--- src/rtl/iterative_multiplier_8x8.sv ---
// iterative_multiplier_8x8: multi-cycle unsigned square multiplier built around
// one shared external 4x4 combinational multiplier. Each CALC cycle presents one
// nibble pair on mul_a/mul_b and accumulates the shifted 8-bit product.
// Optional feature macro: ITERATIVE_MULT_EARLY_ZERO_EN (zero operand short-cut).
module iterative_multiplier_8x8 #(
  parameter int N_NIBBLES = 2
) (
  input  logic                   clk,
  input  logic                   rst,
  input  logic                   in_valid,
  output logic                   in_ready,
  input  logic [4*N_NIBBLES-1:0] a,
  input  logic [4*N_NIBBLES-1:0] b,
  output logic                   out_valid,
  input  logic                   out_ready,
  output logic [8*N_NIBBLES-1:0] product,
  output logic                   busy,
  output logic [3:0]             mul_a,
  output logic [3:0]             mul_b,
  input  logic [7:0]             mul_product
);

  localparam int W  = 4 * N_NIBBLES;
  localparam int PW = 2 * W;
  localparam int S  = N_NIBBLES * N_NIBBLES;
  localparam int SW = (S > 1) ? $clog2(S) : 1;

  typedef enum logic [1:0] {
    IDLE,
    CALC,
    DONE
  } state_t;

  state_t          state;
  state_t          state_nxt;
  logic [SW-1:0]   step;
  logic [W-1:0]    op_a;
  logic [W-1:0]    op_b;
  logic [PW-1:0]   acc;

  logic [31:0]     nib_i;
  logic [31:0]     nib_j;
  logic [31:0]     shamt;
  logic [W-1:0]    sh_a;
  logic [W-1:0]    sh_b;
  logic [PW-1:0]   partial;
  logic [PW-1:0]   sum;
  logic            last_step;
  logic            skip;

  // Step decode: nibble indices, shifted partial product and running sum
  always_comb begin
    nib_i     = 32'(step) % 32'(N_NIBBLES);
    nib_j     = 32'(step) / 32'(N_NIBBLES);
    shamt     = (nib_i + nib_j) << 2;
    sh_a      = op_a >> (nib_i << 2);
    sh_b      = op_b >> (nib_j << 2);
    partial   = PW'(mul_product) << shamt;
    sum       = acc + partial;
    last_step = (step == SW'(S - 1));
  end

`ifdef ITERATIVE_MULT_EARLY_ZERO_EN
  // Zero operand: spend one CALC cycle with the multiplier idle, then finish
  // with a zero result, giving out_valid one edge after acceptance.
  always_comb begin
    skip = (op_a == '0) || (op_b == '0);
  end
`else
  // Zero operands follow the normal full-length path
  always_comb begin
    skip = 1'b0;
  end
`endif

  // Nibble pair to the shared 4x4 multiplier, quiet outside CALC
  always_comb begin
    mul_a = '0;
    mul_b = '0;
    if (state == CALC && !skip) begin
      mul_a = sh_a[3:0];
      mul_b = sh_b[3:0];
    end
  end

  // Handshake and status outputs decoded from the state
  always_comb begin
    in_ready  = (state == IDLE);
    out_valid = (state == DONE);
    busy      = (state != IDLE);
  end

  // Next-state logic
  always_comb begin
    state_nxt = state;
    case (state)
      IDLE: if (in_valid) state_nxt = CALC;
      CALC: if (skip || last_step) state_nxt = DONE;
      DONE: if (out_ready) state_nxt = IDLE;
      default: state_nxt = IDLE;
    endcase
  end

  // State register
  always_ff @(posedge clk or posedge rst) begin
    if (rst) state <= IDLE;
    else     state <= state_nxt;
  end

  // Operand capture, step counter, accumulator and result register
  always_ff @(posedge clk or posedge rst) begin
    if (rst) begin
      op_a    <= '0;
      op_b    <= '0;
      step    <= '0;
      acc     <= '0;
      product <= '0;
    end else begin
      case (state)
        IDLE: begin
          if (in_valid) begin
            op_a <= a;
            op_b <= b;
            acc  <= '0;
            step <= '0;
          end
        end
        CALC: begin
          if (skip) begin
            acc     <= '0;
            product <= '0;
          end else begin
            acc <= sum;
            if (last_step) product <= sum;
            else           step    <= step + 1'b1;
          end
        end
        default: ;
      endcase
    end
  end

endmodule

--- config.mk ---
export PLATFORM = sky130hd
export DESIGN_NAME = iterative_multiplier_8x8
export DESIGN_NICKNAME = d
export VERILOG_FILES = /design/src/rtl/iterative_multiplier_8x8.sv
export SDC_FILE = /design/constraint.sdc
export NUM_CORES = 1
export LEC_CHECK = 0
export CAP_MARGIN = 40
export CORE_ASPECT_RATIO = 1.25
export CORE_MARGIN = 1
export CORE_UTILIZATION = 35
export CTS_CLUSTER_SIZE = 25
export DETAILED_ROUTE_END_ITERATION = 8
export PLACE_DENSITY_LB_ADDON = 0.1
export SYNTH_ARGS = -nofsm -noshare
export SYNTH_HDL_FRONTEND = slang
export SYNTH_SLANG_ARGS = --single-unit
--- constraint.sdc ---
create_clock -name clk -period 8.7 [get_ports clk]
set_input_delay 2.61 -clock clk [delete_from_list [all_inputs] [get_ports clk]]
set_output_delay 2.61 -clock clk [all_outputs]
set_load 0.01 [all_outputs]
**Word level (Yosys, flattened, before mapping)**

Cells that the tools add are included.

- $add $sub $neg: 3
- Equal/unequal tests: 7
- Shift operators: 3
- Multiplexer cells: 11
- Reduce and logical (&&, ||, !) cells: 8

Operators with widths:

| operator | count |
|---|---|
| 16-bit case mux with 2 select lines | 1 |
| 16-bit adder | 1 |
| 16-bit 2-to-1 mux | 1 |
| 8-bit by 4-bit << shifter with 16-bit output | 1 |
| 8-bit by 3-bit >> shifter with 4-bit output | 2 |
| 2-bit 2-to-1 mux | 5 |
| 4-bit 2-to-1 mux | 2 |
| 2-bit != test, second input constant | 3 |
| 2-bit case mux with 3 select lines | 1 |
| 2-bit AND reduction | 3 |
| 3-bit AND reduction | 2 |
| 2-bit equality test, second input constant | 2 |
| 2-bit case mux with 2 select lines | 1 |
| 2-bit nonzero test | 2 |
| 1-bit by 1-bit adder with 2-bit output | 1 |
| 2-bit by 1-bit adder with 2-bit output, second input constant | 1 |
| 2-bit by 1-bit equality test with 1-bit output, second input constant | 1 |
| 2-bit zero test | 1 |
| 2-bit by 1-bit != test with 1-bit output, second input constant | 1 |

- Register bits after elaboration: 52
- Bits of input ports: 28
- Output and inout bits: 27
- Word-level logic and storage cells: 38

**Depth between registers and ports, before layout**

Gate-level depths: netlist (run 1).

- Word-level depth: 4
- Depth in mapped cells: 12

**Least setup slack after synthesis (run 1)**

No wires, ideal clock.

- Kind: input -> register
- Start: in mul_product[0]
- End: reg acc[14]
- Library setup time: 0.124 ns
- Arrival: 4.655 ns
- Required time: 8.576 ns
- Slack: 3.921 ns
- Stages on the path: 8
- Path buffers: 0
- Cell sequence: and2_1 ha_1 fa_1 a21o_1 a221o_1 a41o_2 and3_4 a211o_1

- Word-level cells in the longest chain between the ends: 3

RTL lines:

| element | line | text |
|---|---|---|
| start, declared | 20 | `input logic [7:0] mul_product` |
| 8-bit by 4-bit << shifter with 16-bit output | 58 | `partial = PW'(mul_product) << shamt;` |
| 16-bit adder | 59 | `sum = acc + partial;` |
| 16-bit case mux with 2 select lines | 119 | `case (state)` |
| end signal, assigned | 133 | `acc <= sum;` |
| end, declared | 39 | `logic [PW-1:0] acc;` |

Every way passes these cells.
A chain may end at the register's enable or synchronous reset.

**Worst setup path after layout (run 1)**

Same ends and word-level chain as after synthesis.

==> impl_metrics.yaml, run 1 <==
setup_path:
  r2r_cells: 10
  path_buf_inv: 1
  crit_family: "compound AO/OA/AOI/OAI gates"
  worstSetupPathType: "primary input to flop"
  cp.required_ns: 8.91
  crit_arrival_ns: 5.27
  crit_chain: "clkdlybuf4s50_1 -> and2_1 -> ha_1 -> fa_1 -> a21o_1 -> a221o_1 -> a41o_2 -> and3_4 -> a211o_1"
  cpPeakStageDelay_ns: 0.43
  setup.worst_path.start_class: "primary input"
  worst-path-stages: 9
  slowest_stage: "clkdlybuf4s50_1"
  end_kind: "flop"
  crit_fanout: 8
global_routing:
  grt.busiest_layer: "met2"
  met1_usage_pct: 22.6
  grt_pass1_vias: 2724
  grtUsageMet3_pct: 2.52
  antenna_found_initial: 0
  grt_overflow: 0
  use_met2_pct: 32.8
  track_usage_pct: 18.3
  grt_pass1_wl_um: 13400
  grt_max_degree: 53
cells_and_area:
  nNetsFinal: 448
  synthToLayoutAreaGrowth_pct: 23.3
  drive_gt1_share_pct: 7.18
  fin_area_um2: 3910
  diodes: 0
drt:
  vias_per_cell: 5.18
  wl_per_cell_um: 15.3
  postRouteAntennaNets: 0
  drcViolationCount: 0
  first_pass_iters: 4
  drt_iter0_markers: 78
  routed_wl_um: 8010
  via_count: 2712
cts:
  cts_buffers: 5
  cts_resized: 0
  cts_tree: "yes"
  path_clk_slew_ns: 0.11
  max-clock-path-buffers: 2
  insertion_delay_ns: 0.31
  htreeDepth: 2
  clkSinkCount: 52
  cts_hold_buf: 0
  root_buffer: "clkbuf_8"
  cts_setup_buffers: 0
synthesis:
  synth.most_common_cell: "nand2_1"
  synth_top_area_share_pct: 41.0
  synth_ff_type: "dfrtp_1"
  ys_ff_latch: 52
  netlist_top_cells_count: "77 x nand2_1, 52 x dfrtp_1, 25 x o21ai_0, 23 x nor2_1, 17 x nand3_1"
  synthArstFlopShare_pct: 100
  yosys_warnings: 0
  avgSynthCellArea_um2: 8.86
  synth_cell_type_count: 51
  synth_fp_nets: 403
  synthTopCellsByArea: "dfrtp_1 41%, nand2_1 9.1%, ha_1 6.3%"
  syn_area_um2: 3170
  synth_enable_flop_cells: 0
  yosysSeqAreaShare_pct: 41.0
  synth_area_leader_cell: "dfrtp_1"
  synth_cells: 358
power:
  power_mw: 1.64
  leakage_nw: 1.82
  peakVddDrop_mv: 0.143
  power_density_nw_per_um2: 418
place:
  placed_cell_area_um2: 3820
  portBuffers: 54
  gp_congestion: 0.863
  hpwl_um: 5900
status:
  status: "completed"
floorplanning:
  io_pins: 55
  start_util_pct: 36.3
  fp.dieW_um: 87.2
  rows: 38
  coreArea_um2: 8750
  die_area_um2: 9450
  die_y_um: 108
sta:
  fin_tns_setup_ns: 0
  grt_setup_unrepaired: "no"
  tightest_slew_ns: 0.698
  fin_crit_ns: 5.07
  whs_ns: 0.486
  slew-limit-headroom_pct: 53.5
  fin_skew_ns: 0.00800
  slew_viol_final: 0
  fin_crit_sh_pct: 58.2
  fmax_ghz: 0.197
  final_hold_viol_count: 0
  setup_violations: 0
worst_hold_path:
  hold_path_class: "flop to flop"
  hold_depth: 2
run:
  maxCapViolCount: 0
## state kept, by name (all words and copies together) (netlist names)
name	cells
op_a	8
product	16
op_b	8
acc	16
state	2
step	2
## layout by cell type (no fill, tap or decap), types with 3 or more instances in the layout
cell	instances
nand3_1	17
a211o_1	3
inv_1	8
a31oi_1	3
a22oi_1	3
o21ai_0	25
xnor2_1	5
clkbuf_8	5
a21o_1	5
ha_1	16
and3_1	4
a22o_1	5
nor2_1	23
mux2_2	4
a21oi_1	13
nand2_1	77
nor2b_1	6
o211ai_1	4
and3_4	3
clkdlybuf4s50_1	54
mux2i_1	12
dfrtp_1	52
nand4_1	3
and2_1	7
xor2_1	5
nand2b_1	5
## area by class of cell
type / count / area, um^2
multi-input cells: 277 / 1740
inverters: 9 / 33.8
fillers: 897 / 4830
clock inverters: 3 / 21.3
repair buffers: 58 / 598
well taps: 120 / 150
clock buffers: 5 / 68.8
flip-flops and latches: 52 / 1300
## per-layer routing
layer	wire [um]	vias up
li1	-	1342
met2	4110	52
met4	140	0
met1	3520	1308
met5	0	-
met3	246	10
## path summary, 6_finish.rpt
path	from	to	slack (ns)
min in group asynchronous	rst	op_b[1]	2.79
hold / removal	op_a[6]	op_a[6]	0.49
setup / recovery	mul_product[0]	acc[14]	3.63
hold reg to reg	op_a[6]	op_a[6]	0.49
max in group asynchronous	rst	step[0]	5.45
setup reg to reg	step[1]	acc[14]	5.12
## stage by stage
step / utilization (%) / instances / setup WS (ns)
after floorplan: - / 358 / 3.92
after global placement: 43.2 / 514 / 3.36
after detailed placement: 43.7 / 516 / 3.32
after CTS: 44.7 / 524 / 3.66
after global routing: 44.7 / 524 / 3.57
final: 44.7 / 524 / 3.63
## power breakdown
group	leakage [nW]	switching, mW	total (mW)	internal [mW]
combinational	1.12	0.598	1.05	0.457
clock	0.0445	0.0904	0.148	0.0574
sequential	0.652	0.0748	0.433	0.358
total	1.82	0.763	1.64	0.872
## worst min-delay path, delay by kind of cell (launching register included)
kind,cells,cell delay (ns)
AND/OR/NAND/NOR,2,0.11
flip-flops,1,0.35
## logic make-up (layout without fill, tap and decap cells)
family | Yosys count | count (layout) | synth area share (%)
buffers and inverters | 29 | 75 | 4.14
AND/OR/NAND/NOR | 153 | 153 | 22.5
multiplexers | 16 | 16 | 5.21
XOR/XNOR | 10 | 10 | 2.76
flip-flops | 52 | 52 | 41.0
AO/OA/AOI/OAI | 81 | 81 | 17.4
adder cells (fa/ha/maj) | 17 | 17 | 6.94
Note: power is estimated with default switching activity, not from simulation.
==> run 2: changes to the inputs <==
==> constraint.sdc (replaced) <==
create_clock -name clk -period 5.2 [get_ports clk]
set_input_delay 1.56 -clock clk [delete_from_list [all_inputs] [get_ports clk]]
set_output_delay 1.56 -clock clk [all_outputs]
set_load 0.01 [all_outputs]
==> run 2 against run 1 <==
Highest routed layer unchanged. Sequential power up 67%. Die area unchanged. Sequential cell count unchanged. Global-route usage up 0.24 points. Hold slack better by 0.0028 ns. Clock skew about the same.
==> impl_metrics.yaml, run 2 (same netlist as run 1, synthesis figures left out) <==
power:
  power_density_nw_per_um2: 694
  power_mw: 2.72
  leakage_nw: 1.82
  peakVddDrop_mv: 0.244
global_routing:
  antenna_found_initial: 0
  track_usage_pct: 18.5
  grt_max_degree: 34
  grt_pass1_vias: 2703
  grt_pass1_wl_um: 13500
  grt_overflow: 0
run:
  maxCapViolCount: 0
cts:
  cts_setup_buffers: 0
  insertion_delay_ns: 0.31
  clkSinkCount: 52
  cts_tree: "yes"
  path_clk_slew_ns: 0.10
  htreeDepth: 2
  cts_resized: 0
  cts_hold_buf: 0
  max-clock-path-buffers: 2
  root_buffer: "clkbuf_8"
  cts_buffers: 5
sta:
  fin_tns_setup_ns: 0
  fin_crit_sh_pct: 76.9
  final_hold_viol_count: 0
  tightest_slew_ns: 0.680
  fmax_ghz: 0.250
  slew-limit-headroom_pct: 54.6
  worst_slack_ns: 1.20
  setup_violations: 0
  slew_viol_final: 0
  fin_crit_ns: 4.00
  grt_setup_unrepaired: "no"
  fin_skew_ns: 0.00782
cells_and_area:
  final_common_cell: "nand2_1"
  synthToLayoutAreaGrowth_pct: 23.3
  layout_common_cells: "77 x nand2_1, 54 x clkdlybuf4s50_1, 52 x dfrtp_1, 25 x o21ai_0, 23 x nor2_1"
  utilization_pct: 44.7
  top_regs: "acc (16), product (16)"
  drive_gt1_share_pct: 7.18
  diodes: 0
  nNetsFinal: 448
setup_path:
  setup.worst_path.start_class: "primary input"
  worstSetupPathType: "primary input to flop"
  regToRegEndpoint: "acc[14]"
  cp.required_ns: 5.40
  crit_arrival_ns: 4.20
  r2r_start: "step[0]"
  crit_fanout: 8
  end_kind: "flop"
  r2r_cells: 10
  r2r_setup_slack_ns: 1.66
worst_hold_path:
  worstHoldEndpoint: "op_b[3]"
  hold_path_class: "flop to flop"
  hold_depth: 2
  min_from: "op_b[3]"
floorplanning:
  die_area_um2: 9450
  io_pins: 55
  die_y_um: 108
  start_util_pct: 36.3
  rows: 38
  fp.dieW_um: 87.2
  coreArea_um2: 8750
drt:
  drt_iter0_markers: 115
  first_pass_iters: 4
  via_count: 2661
  vias_per_cell: 5.08
  drcViolationCount: 0
  wl_per_cell_um: 15.1
  routed_wl_um: 7930
  postRouteAntennaNets: 0
place:
  hpwl_um: 6010
  portBuffers: 54
  gp_congestion: 0.876
  place_ws_ns: 0.887
status:
  status: "completed"
## run 2: cell counts in the layout (fill, tap and decap cells not counted)
Identical to the previous run, type by type.
## run 2: worst max-delay path by stage
stage | cells past startpoint | start | to | slack [ns]
finish | 9 | mul_product[0] | acc[14] | 1.20
global route | 9 | mul_product[0] | acc[14] | 1.11
CTS | 9 | mul_product[0] | acc[14] | 1.21
detailed placement | 9 | mul_product[0] | acc[14] | 0.89
global placement | 9 | mul_product[0] | acc[14] | 0.92
floorplan | 8 | mul_product[0] | acc[14] | 1.47
## run 2: worst max-delay path, stage by stage
cell and delay [ns]:
clkdlybuf4s50_1 0.44, and2_1 0.16, ha_1 0.22, fa_1 0.42, a21o_1 0.21, a221o_1 0.34
a41o_2 0.36, and3_4 0.21, a211o_1 0.28
## run 2: report_power, final
| part | total, mW | switching [mW] | internal [mW] |
|---|---|---|---|
| Sequential | 0.725 | 0.126 | 0.599 |
| Clock | 0.240 | 0.144 | 0.0960 |
| Combinational | 1.75 | 0.990 | 0.763 |
| Total | 2.72 | 1.26 | 1.46 |
## run 2: metal layers
layer  GRT usage, %  share of wire (%)  vias up
met5              0                  0        -
met4           5.39                1.6        0
met3           2.60                3.3        8
met2           32.8                 51       58
met1           23.3                 44     1258
li1               -                  -     1337
## run 2: layout make-up
cell class / instances / area (um^2)
Clock buffer: 5 / 68.8
Multi-Input combinational cell: 277 / 1740
Tap cell: 120 / 150
Fill cell: 906 / 4830
Clock inverter: 3 / 21.3
Inverter: 9 / 33.8
Sequential cell: 52 / 1300
Timing Repair Buffer: 58 / 598
## run 2: through the flow
stage          instances  hold WS (ns)  area [um^2]
3_3_place_gp         514         0.458         3780
3_5_place_dp         516         0.464         3820
2_1_floorplan        358         0.445         3170
6_report             524         0.488         3910
4_1_cts              524         0.491         3910
5_1_grt              524         0.516         3910
==> run 3: changes to the inputs <==
==> constraint.sdc (replaced) <==
create_clock -name clk -period 3.31 [get_ports clk]
set_input_delay 0.993 -clock clk [delete_from_list [all_inputs] [get_ports clk]]
set_output_delay 0.993 -clock clk [all_outputs]
set_load 0.01 [all_outputs]
==> run 3 against run 2 <==
Count of clock-buffer cells in the layout did not move. Design area rose by 9.4%. Global-route usage rose by 0.80 points. Sequential share of layout area fell by 2.9 points. Critical path depth fell by 1. Wire length rose by 5.8%. Core utilization rose by 4.2 points. Via count rose by 7.4%. First-iteration DRC count fell by 21%. Critical path type unchanged.
==> impl_metrics.yaml, run 3 (same netlist as run 1, synthesis figures left out) <==
sta:
  slew-limit-headroom_pct: 54.1
  fmax_ghz: 0.309
  final_hold_viol_count: 0
  slew_viol_final: 0
  tightest_slew_ns: 0.687
  setup_violations: 0
  grt_setup_unrepaired: "no"
  fin_tns_setup_ns: 0
  fin_crit_sh_pct: 97.9
  fin_skew_ns: 0.0117
  fin_crit_ns: 3.24
cells_and_area:
  synthToLayoutAreaGrowth_pct: 34.9
  nNetsFinal: 494
  stdcell_count: 570
  final.fill_count: 864
  top_regs: "acc (16), product (16)"
  layout_common_cells: "77 x nand2_1, 54 x clkdlybuf4s50_1, 52 x dfrtp_1, 49 x buf_4, 25 x o21ai_0"
  diodes: 0
  drive_gt1_share_pct: 17.3
  ff_latch_area_um2: 1300
  final_common_cell: "nand2_1"
  multi_input_area_um2: 1750
drt:
  via_count: 2859
  vias_per_cell: 5.02
  drcViolationCount: 0
  first_pass_iters: 4
  wl_per_cell_um: 14.7
  drt_iter0_markers: 91
  routed_wl_um: 8390
  postRouteAntennaNets: 0
setup_path:
  crit_arrival_ns: 3.45
  r2r_setup_slack_ns: 0.18
  cp.required_ns: 3.52
  crit_chain: "clkdlybuf4s50_1 -> mux2i_1 -> nor2b_1 -> ha_1 -> a2111oi_0 -> a21oi_1 -> or4_4 -> a32o_1"
  crit_family: "compound AO/OA/AOI/OAI gates"
  path_buf_inv: 1
  crit_fanout: 4
  slowest_stage: "or4_4"
  cpPeakStageDelay_ns: 0.54
  end_kind: "flop"
  setup.worst_path.start_class: "primary input"
  worstSetupPathType: "primary input to flop"
  r2r_cells: 9
  worst-path-stages: 8
cts:
  path_clk_slew_ns: 0.11
  cts_buffers: 5
  root_buffer: "clkbuf_8"
  cts_tree: "yes"
  clkSinkCount: 52
  max-clock-path-buffers: 2
  htreeDepth: 2
  insertion_delay_ns: 0.32
floorplanning:
  fp.dieW_um: 87.2
  io_pins: 55
  start_util_pct: 36.3
  die_y_um: 108
  rows: 38
  die_area_um2: 9450
  coreArea_um2: 8750
power:
  seqPwrFrac_pct: 22.8
  p_int_mw: 2.78
  power_mw: 4.89
  leakage_nw: 2.06
  p_sw_mw: 2.11
  power_density_nw_per_um2: 1140
  peakVddDrop_mv: 0.385
  p_comb_share_pct: 67.5
  p_clk_share_pct: 9.6
  swShare_pct: 43.2
run:
  maxCapViolCount: 0
global_routing:
  track_usage_pct: 19.3
  grt_overflow: 0
  grt_max_degree: 30
  grt_pass1_vias: 2899
  antenna_found_initial: 0
  grt_pass1_wl_um: 14100
worst_hold_path:
  hold_path_class: "flop to flop"
  hold_depth: 2
place:
  gp_congestion: 0.887
  portBuffers: 54
  placedCellCount: 561
  hpwl_um: 6370
status:
  status: "completed"
-- run 3: cell type report --
class | count | area share (%)
tap | 120 | 3.51
inverter | 9 | 0.789
sequential | 52 | 30.4
clock inverter | 3 | 1.17
timing repair buffer | 104 | 21.7
multi-input combinational | 277 | 40.9
clock buffer | 5 | 1.61
-- run 3: final timing paths --
| kind | end | start |
|---|---|---|
| setup / recovery | acc[15] | mul_product[2] |
| hold / removal | op_a[5] | op_a[5] |
| setup reg to reg | acc[15] | step[1] |
| hold reg to reg | op_a[5] | op_a[5] |
| max in group asynchronous | product[14] | rst |
| min in group asynchronous | op_b[0] | rst |
-- run 3: metal layers --
layer  up-vias  part of all wire [%]  track usage (%)
li1       1439                     -                -
met1      1346                    42             23.0
met2        63                    53             35.7
met3        11                   3.3             2.75
met4         0                   1.7             5.74
met5         -                     0                0
-- run 3: power groups by stage --
stage | combinational [mW] | sequential [mW] | clock, mW
floorplan | 1.93 | 1.13 | 0
global placement | 3.28 | 1.12 | 0
detailed placement | 3.29 | 1.13 | 0
CTS | 3.31 | 1.12 | 0.488
global route | 3.69 | 1.15 | 0.512
finish | 3.30 | 1.12 | 0.471
-- run 3: tightest hold or removal path, cell delays in order, from the launching register on --
cell and delay (ns):
dfrtp_1 0.35, nand2_1 0.05, nand2_1 0.05
-- run 3: per-stage QoR --
stage                     hold WS, ns  worst slack [ns]  utilization [%]  area (um^2)
after CTS                       0.489            0.0482             48.8         4270
after global routing            0.510            0.0324             48.9         4280
after global placement          0.458            -0.273             47.4         4150
after floorplan                 0.445            0.0620                -         3170
final                           0.484            0.0700             48.9         4280
after detailed placement        0.461            -0.337             47.4         4150
-- run 3: what timing repair did --
item                       CTS  global route
setup buffers                0             1
hold buffers                 0             0
pin swaps                    0             1
gates resized for setup      1             2
setup endpoints to repair    1             3
